`config.mk`:
```
export PLATFORM = sky130hd
export DESIGN_NAME = shift_unit_flat
export DESIGN_NICKNAME = d
export VERILOG_FILES = /design/src/rtl/shift_unit_if.sv /design/src/rtl/shift_unit.sv /design/src/flat_wrapper.sv
export SDC_FILE = /design/constraint.sdc
export NUM_CORES = 1
export LEC_CHECK = 0
export CAP_MARGIN = 30
export CORE_MARGIN = 2
export CORE_UTILIZATION = 45
export CTS_CLUSTER_DIAMETER = 150
export DETAILED_ROUTE_END_ITERATION = 8
export GPL_ROUTABILITY_DRIVEN = 1
export PLACE_DENSITY = 0.78
export SYNTH_ARGS = -nofsm -noshare
export SYNTH_HDL_FRONTEND = slang
export SYNTH_SLANG_ARGS = --single-unit
```
`constraint.sdc`:
```
create_clock -name clk -period 2.49 [get_ports clk]
set_clock_uncertainty 0.1 [all_clocks]
set_input_delay 0.747 -clock clk [delete_from_list [all_inputs] [get_ports clk]]
set_output_delay 0.747 -clock clk [all_outputs]
set_load 0.005 [all_outputs]
```
`src/rtl/shift_unit_if.sv`:
```
// Request/result bundle for shift_unit: one request channel in, one result channel out.
// Both channels use valid/ready: a transfer happens on a rising edge where valid & ready.
interface shift_unit_if #(
  parameter int WIDTH   = 32,
  parameter int SHAMT_W = $clog2(WIDTH)
);
  logic               in_valid;
  logic               in_ready;
  logic [WIDTH-1:0]   in_data;
  logic [SHAMT_W-1:0] in_shamt;
  logic [1:0]         in_mode;
  logic               out_valid;
  logic               out_ready;
  logic [WIDTH-1:0]   out_data;
  logic               out_carry;
  logic               out_zero;

  modport slave (
    input  in_valid, in_data, in_shamt, in_mode, out_ready,
    output in_ready, out_valid, out_data, out_carry, out_zero
  );

  modport master (
    output in_valid, in_data, in_shamt, in_mode, out_ready,
    input  in_ready, out_valid, out_data, out_carry, out_zero
  );
endinterface

```
`src/rtl/shift_unit.sv`:
```
// Multi-cycle shifter: one bit per clock (SLL/SRL/SRA/ROL), result held until consumed.
// Handshake: in_valid/in_ready accept in IDLE only; out_valid/out_ready release in DONE only.
module shift_unit #(
  parameter int WIDTH   = 32,
  parameter int SHAMT_W = $clog2(WIDTH)
) (
  input  logic         clk,
  input  logic         rst_n,
  shift_unit_if.slave  bus,
  output logic         busy,
  output logic [1:0]   dbg_state
);

  typedef enum logic [1:0] {
    S_IDLE  = 2'd0,
    S_SHIFT = 2'd1,
    S_DONE  = 2'd2
  } state_t;

  localparam logic [1:0] MODE_SLL = 2'b00;
  localparam logic [1:0] MODE_SRL = 2'b01;
  localparam logic [1:0] MODE_SRA = 2'b10;
  localparam logic [1:0] MODE_ROL = 2'b11;

  state_t             state_q, state_d;
  logic [WIDTH-1:0]   data_q, data_d;
  logic [SHAMT_W-1:0] count_q, count_d;
  logic [1:0]         mode_q, mode_d;
  logic               carry_q, carry_d;

  always_ff @(posedge clk or negedge rst_n) begin
    if (!rst_n) begin
      state_q <= S_IDLE;
      data_q  <= '0;
      count_q <= '0;
      mode_q  <= MODE_SLL;
      carry_q <= 1'b0;
    end else begin
      state_q <= state_d;
      data_q  <= data_d;
      count_q <= count_d;
      mode_q  <= mode_d;
      carry_q <= carry_d;
    end
  end

  always_comb begin
    state_d      = state_q;
    data_d       = data_q;
    count_d      = count_q;
    mode_d       = mode_q;
    carry_d      = carry_q;
    bus.in_ready  = 1'b0;
    bus.out_valid = 1'b0;

    case (state_q)
      S_IDLE: begin
        bus.in_ready = 1'b1;
        if (bus.in_valid) begin
          data_d  = bus.in_data;
          mode_d  = bus.in_mode;
          count_d = bus.in_shamt;
          carry_d = 1'b0;
          state_d = (bus.in_shamt != '0) ? S_SHIFT : S_DONE;
        end
      end

      S_SHIFT: begin
        case (mode_q)
          MODE_SLL: begin
            data_d  = {data_q[WIDTH-2:0], 1'b0};
            carry_d = data_q[WIDTH-1];
          end
          MODE_SRL: begin
            data_d  = {1'b0, data_q[WIDTH-1:1]};
            carry_d = data_q[0];
          end
          MODE_SRA: begin
            data_d  = {data_q[WIDTH-1], data_q[WIDTH-1:1]};
            carry_d = data_q[0];
          end
          default: begin
            data_d  = {data_q[WIDTH-2:0], data_q[WIDTH-1]};
            carry_d = data_q[WIDTH-1];
          end
        endcase
        count_d = count_q - SHAMT_W'(1);
        // The step that consumes the last remaining count ends the operation.
        if (count_q == SHAMT_W'(1)) begin
          state_d = S_DONE;
        end
      end

      S_DONE: begin
        bus.out_valid = 1'b1;
        if (bus.out_ready) begin
          state_d = S_IDLE;
        end
      end

      default: begin
        state_d = S_IDLE;
      end
    endcase
  end

  assign bus.out_data  = data_q;
  assign bus.out_carry = carry_q;
  assign bus.out_zero  = (data_q == '0);
  assign busy          = (state_q == S_SHIFT) || (state_q == S_DONE);
  assign dbg_state     = state_q;

endmodule

```
`src/flat_wrapper.sv`:
```
// flat-port wrapper written by rule: the top's interface ports become plain ports
module shift_unit_flat 
#(
  parameter int WIDTH   = 32,
  parameter int SHAMT_W = $clog2(WIDTH)
)
  (clk, rst_n, busy, dbg_state, bus_in_valid, bus_in_data, bus_in_shamt, bus_in_mode, bus_out_ready, bus_in_ready, bus_out_valid, bus_out_data, bus_out_carry, bus_out_zero);
  shift_unit_if #(.WIDTH(WIDTH), .SHAMT_W(SHAMT_W)) bus_i ();
  input  logic clk;
  input  logic rst_n;
  output logic busy;
  output logic [1:0] dbg_state;
  input wire logic [$bits(bus_i.in_valid)-1:0] bus_in_valid;
  input wire logic [$bits(bus_i.in_data)-1:0] bus_in_data;
  input wire logic [$bits(bus_i.in_shamt)-1:0] bus_in_shamt;
  input wire logic [$bits(bus_i.in_mode)-1:0] bus_in_mode;
  input wire logic [$bits(bus_i.out_ready)-1:0] bus_out_ready;
  output wire logic [$bits(bus_i.in_ready)-1:0] bus_in_ready;
  output wire logic [$bits(bus_i.out_valid)-1:0] bus_out_valid;
  output wire logic [$bits(bus_i.out_data)-1:0] bus_out_data;
  output wire logic [$bits(bus_i.out_carry)-1:0] bus_out_carry;
  output wire logic [$bits(bus_i.out_zero)-1:0] bus_out_zero;
  assign bus_i.in_valid = bus_in_valid;
  assign bus_i.in_data = bus_in_data;
  assign bus_i.in_shamt = bus_in_shamt;
  assign bus_i.in_mode = bus_in_mode;
  assign bus_i.out_ready = bus_out_ready;
  assign bus_in_ready = bus_i.in_ready;
  assign bus_out_valid = bus_i.out_valid;
  assign bus_out_data = bus_i.out_data;
  assign bus_out_carry = bus_i.out_carry;
  assign bus_out_zero = bus_i.out_zero;
  shift_unit #(.WIDTH(WIDTH), .SHAMT_W(SHAMT_W)) u_core (.clk(clk), .rst_n(rst_n), .bus(bus_i), .busy(busy), .dbg_state(dbg_state));
endmodule
```
== Word level (Yosys, flattened, before mapping) ==
Index checks and enable logic that the tools add are counted.

* Multiply operators: 0
* Add/subtract/negate cells: 1
* Shift operators: 0
* Mux-type cells: 15
* Reduce and logical (&&, ||, !) cells: 11
* Bitwise gates (word level): 0
* Magnitude comparators: 0
* Div/mod/pow operators: 0
* Eq/ne operators: 9

{| class="wikitable"
|+ Operators by type and width
! kind !! number
|-
| $pmux W32 S3 || 1
|-
| $pmux W32 S2 || 1
|-
| $logic_not A32 Y1 || 1
|-
| $mux W32 || 1
|-
| $pmux W5 S2 || 1
|-
| $mux W2 || 4
|-
| $ne A2 B2 Y1 const B || 3
|-
| $pmux W2 S3 || 1
|-
| $reduce_and A3 Y1 || 2
|-
| $eq A5 B1 Y1 const B || 1
|-
| $mux W5 || 1
|-
| $reduce_bool A5 Y1 || 1
|-
| $sub A5 B1 Y5 const B || 1
|-
| $eq A2 B1 Y1 const B || 2
|-
| $eq A2 B2 Y1 const B || 2
|-
| $logic_not A2 Y1 || 2
|-
| $mux W1 || 4
|-
| $reduce_and A2 Y1 || 2
|-
| $ne A2 B1 Y1 const B || 1
|-
| $pmux W1 S2 || 1
|-
| $reduce_bool A2 Y1 || 1
|-
| $reduce_or A2 Y1 || 1
|-
| $logic_or A1 B1 Y1 || 1
|}

* Output and inout bits: 39
* ROM bits: 0
* Word-level logic and storage cells: 42
* Flip-flop bits (word level): 42
* Input port bits: 43
* Bits in latches: 0
* Memories kept: 0
* Memory bits (writable): 0

== Logic depth before layout (Yosys ltp) ==
* Depth in word-level cells: 4
* Depth in mapped cells: 8

== Least setup slack after synthesis ==
No wires, ideal clock.

* Kind: input-to-reg
* Start: input bus_in_shamt[3]
* End: register u_core.state_q[1] (netlist: u_core.dbg_state[1])
* Cell stages on the path: 3
* Slack: 0.709 ns
* Data arrival time: 1.618 ns
* Buffers on the path: 0
* Required time: 2.327 ns
* Cell sequence: or4_1 > nor3b_1 > o22a_2

* Longest elaborated chain between the ends: 4

{| class="wikitable"
|+ RTL lines
! what !! RTL line !! text
|-
| start: declaration || flat_wrapper.sv:15 || <nowiki>input wire logic [$bits(bus_i.in_shamt)-1:0] bus_in_shamt;</nowiki>
|-
| $reduce_bool A5 Y1 || shift_unit.sv:64 || <nowiki>state_d = (bus.in_shamt != '0) ? S_SHIFT : S_DONE;</nowiki>
|-
| $mux W2 || shift_unit.sv:64 ||
|-
| $mux W2 || shift_unit.sv:59 || <nowiki>if (bus.in_valid) begin</nowiki>
|-
| $pmux W2 S3 || shift_unit.sv:56 || <nowiki>case (state_q)</nowiki>
|-
| end signal: assignment || shift_unit.sv:39 || <nowiki>state_q <= state_d;</nowiki>
|-
| end: declaration || shift_unit.sv:25 || <nowiki>state_t state_q, state_d;</nowiki>
|}

No other way between the ends. The select of a mux whose other input is x is not followed.
A chain may end at the register's enable or synchronous reset.

== Final worst setup path ==
* Start: register u_core.data_q[27] (netlist: u_core.bus.out_data[27])
* End: output bus_out_zero

* Longest elaborated chain between the ends: 1

{| class="wikitable"
|+ RTL lines
! what !! RTL line !! text
|-
| start: declaration || shift_unit.sv:26 || <nowiki>logic [WIDTH-1:0] data_q, data_d;</nowiki>
|-
| start signal: assignment || shift_unit.sv:40 || <nowiki>data_q <= data_d;</nowiki>
|-
| $logic_not A32 Y1 || shift_unit.sv:109 || <nowiki>assign bus.out_zero = (data_q == '0);</nowiki>
|-
| end: declaration || flat_wrapper.sv:22 || <nowiki>output wire logic [$bits(bus_i.out_zero)-1:0] bus_out_zero;</nowiki>
|}

No other way between the ends.

==> flow_summary.json <==
{
  "cts_buffers": 5,
  "rows": 27,
  "cp.required_ps": 1640,
  "die_h_um": 78.6,
  "coreArea_um2": 5440,
  "dp.cells": 440,
  "cts_tree": "built",
  "status": "complete, no violations",
  "grt_util_all_layers_pct": 24.4,
  "worstReg2RegEnd": "u_core.bus.out_data[4]",
  "io-pin-count": 82,
  "syn_nets": 331,
  "grt_max_degree": 43,
  "layout_commonest_cell": "clkdlybuf4s50_1",
  "synth_compound_area_share_pct": 27.2,
  "n_antenna_cell": 0,
  "synthSimpleGateAreaFrac_pct": 18.4,
  "worst_hold_path_type": "in -> async",
  "drc_errors": 0,
  "synth-xor-area-share_pct": 0,
  "seqCellArea_um2": 1050,
  "start_util_pct": 46.1,
  "worst_slew_pin_slew_ps": 597,
  "syn_avg_cell_area_um2": 8.99,
  "grt_pass1_wl_mm": 12.0,
  "max_freq_mhz": 412,
  "cts_buffer_depth": 2,
  "die_x_um": 78.6,
  "via_count": 2582,
  "gr-total-overflow": 0,
  "r2r_setup_slack_ps": 510,
  "r2r_start": "u_core.mode_q[0]",
  "area_growth_pct": 47.2,
  "power_leakage_uw": 0.00154,
  "wirelength_mm": 7.15,
  "synthAdderAreaFrac_pct": 4.49,
  "ys_seq_area_share_pct": 41.9,
  "fin_nets": 427,
  "synth_top_family_by_area": "compound AO/OA/AOI/OAI gates",
  "port_buffers": 81,
  "drt-pass1-iter-count": 4,
  "drive_gt1_share_pct": 14.9,
  "die-area_um2": 6190,
  "yosys_warnings": 0,
  "postCtsSetupBuffers": 0,
  "pre_cts_ws_ps": 47.2,
  "grt_setup_unrepaired": "yes",
  "synth_area_um2": 2510,
  "drt_iter0_drc": 137,
  "timing.final.ws_setup_ps": 63.6,
  "worstSetupEndpointType": "primary output",
  "relSlewSlack_pct": 60.2,
  "viasPerCell": 5.78,
  "synthMuxAreaShare_pct": 2.54,
  "layout_common_cells": "clkdlybuf4s50_1, dfrtp_1, nand2_1",
  "synth_edf_count": 0,
  "hold_viol": 0,
  "yosys_register_bits": 42,
  "path_max_fanout": 2,
  "multi_input_comb_area_um2": 1370,
  "final_cells": 447,
  "clock-sinks": 42,
  "grt_pass1_vias": 2498,
  "synth_ff_type": "dfrtp_1",
  "ys_types": 39,
  "setup_viol": 0,
  "synth-async-reset-ratio_pct": 100,
  "clock_latency_ps": 300,
  "root_buffer": "clkbuf_8",
  "reg2regPathDepth": 6,
  "path_clk_slew_ps": 80,
  "dp_hpwl_mm": 5.01,
  "layout_min_cycle_time_ps": 2430,
  "start_kind": "register",
  "globalplace.congestion": 0.789,
  "ir_worst_vdd_mv": 0.731,
  "final_max_slew_viol_count": 0,
  "period_share_pct": 97.4,
  "fill_cells": 446,
  "p_per_area_nw_per_um2": 1390,
  "h-tree-depth": 2,
  "antenna_left": 0,
  "max_cap_viol_count": 0,
  "worstPathArrival_ps": 1580,
  "avgRoutedWirePerCell_um": 16.0,
  "antenna_found_initial": 0,
  "syn-instance-count": 279,
  "critPathKind": "reg -> out"
}
-- sequential cells by signal, indices dropped and copies added (netlist names) --
| name | flops |
|---|---|
| u_core.bus.out_carry | 1 |
| u_core.bus.out_data | 32 |
| u_core.count_q | 5 |
| u_core.dbg_state | 2 |
| u_core.mode_q | 2 |
-- cell families after synthesis --
kind of cell    after synthesis
compound gates               86
fa+ha+maj                     9
buf+inv                      34
flops                        42
mux                           6
simple gates                102
-- worst max-delay path by stage --
stage / startpoint / to / depth (start not counted)
3_5_place_dp: u_core.bus.out_data[14] / bus_out_zero / 4
2_1_floorplan: bus_in_shamt[3] / u_core.dbg_state[1] / 3
4_1_cts: u_core.bus.out_data[22] / bus_out_zero / 4
6_report: u_core.bus.out_data[27] / bus_out_zero / 4
3_3_place_gp: u_core.bus.out_data[12] / bus_out_zero / 4
5_1_grt: u_core.bus.out_data[5] / bus_out_zero / 4
-- layout make-up --
type | instances | area share, %
clock buffers | 7 | 2.07
multi-input cells | 203 | 37.2
repair buffers | 114 | 28.9
inverters | 9 | 0.916
flip-flops and latches | 42 | 28.5
well taps | 72 | 2.44
-- per-layer routing --
metal / share of wire, % / global-route usage (%) / vias to the layer above
met5: 0 / 0 / -
met4: 1.2 / 7.19 / 0
met3: 7.0 / 6.67 / 7
met2: 47 / 39.3 / 90
met1: 44 / 32.2 / 1248
li1: - / - / 1237
-- power by group --
| group | switching [µW] | leakage, µW | internal [µW] |
|---|---|---|---|
| sequential | 338 | 0.000510 | 1040 |
| clock | 236 | 0.0000383 | 194 |
| combinational | 1650 | 0.000990 | 1660 |
-- cells in the mapped netlist (all sizes together), types with 2 or more instances --
library cell / n / area, µm²
inv: 8 / 30.0
clkbuf: 18 / 67.6
o31ai: 31 / 233
nand4: 2 / 12.5
mux2: 3 / 33.8
ha: 9 / 113
nand2: 36 / 135
nor2: 36 / 135
a211oi: 2 / 15.0
nor2b: 4 / 25.0
nor3: 4 / 20.0
a21oi: 3 / 15.0
nand2b: 2 / 12.5
mux2i: 3 / 30.0
nor3b: 4 / 30.0
o21ai: 5 / 25.0
a221oi: 32 / 287
or2: 2 / 12.5
dfrtp: 42 / 1050
nor4: 8 / 50.1
buf: 7 / 35.0
o22ai: 2 / 12.5
-- worst max-delay path: stages (launching register included) --
cell	delay (ps)
dfrtp_1	390
nor4_1	330
nand4_1	180
nor2_2	140
dlygate4sd2_1	250
-- what timing repair did --
item,CTS,global route
gates resized for setup,4,4
gates cloned,0,0
hold buffers,0,0
pin swaps,4,3
endpoints found under the setup margin,1,2
-- stage by stage --
stage               hold WS (ps)  TNS, ps  utilization, %  total power, µW  cell area [µm²]
CTS                          432        0            67.5             5090             3670
finish                       416        0            67.8             5110             3690
global route                 463    -8.26            67.8             5530             3690
global placement             402    -17.3            65.7             4550             3580
detailed placement           433        0            65.7             4630             3580
floorplan                    351        0               -             3100             2510
(Power assumes the default switching activity.)
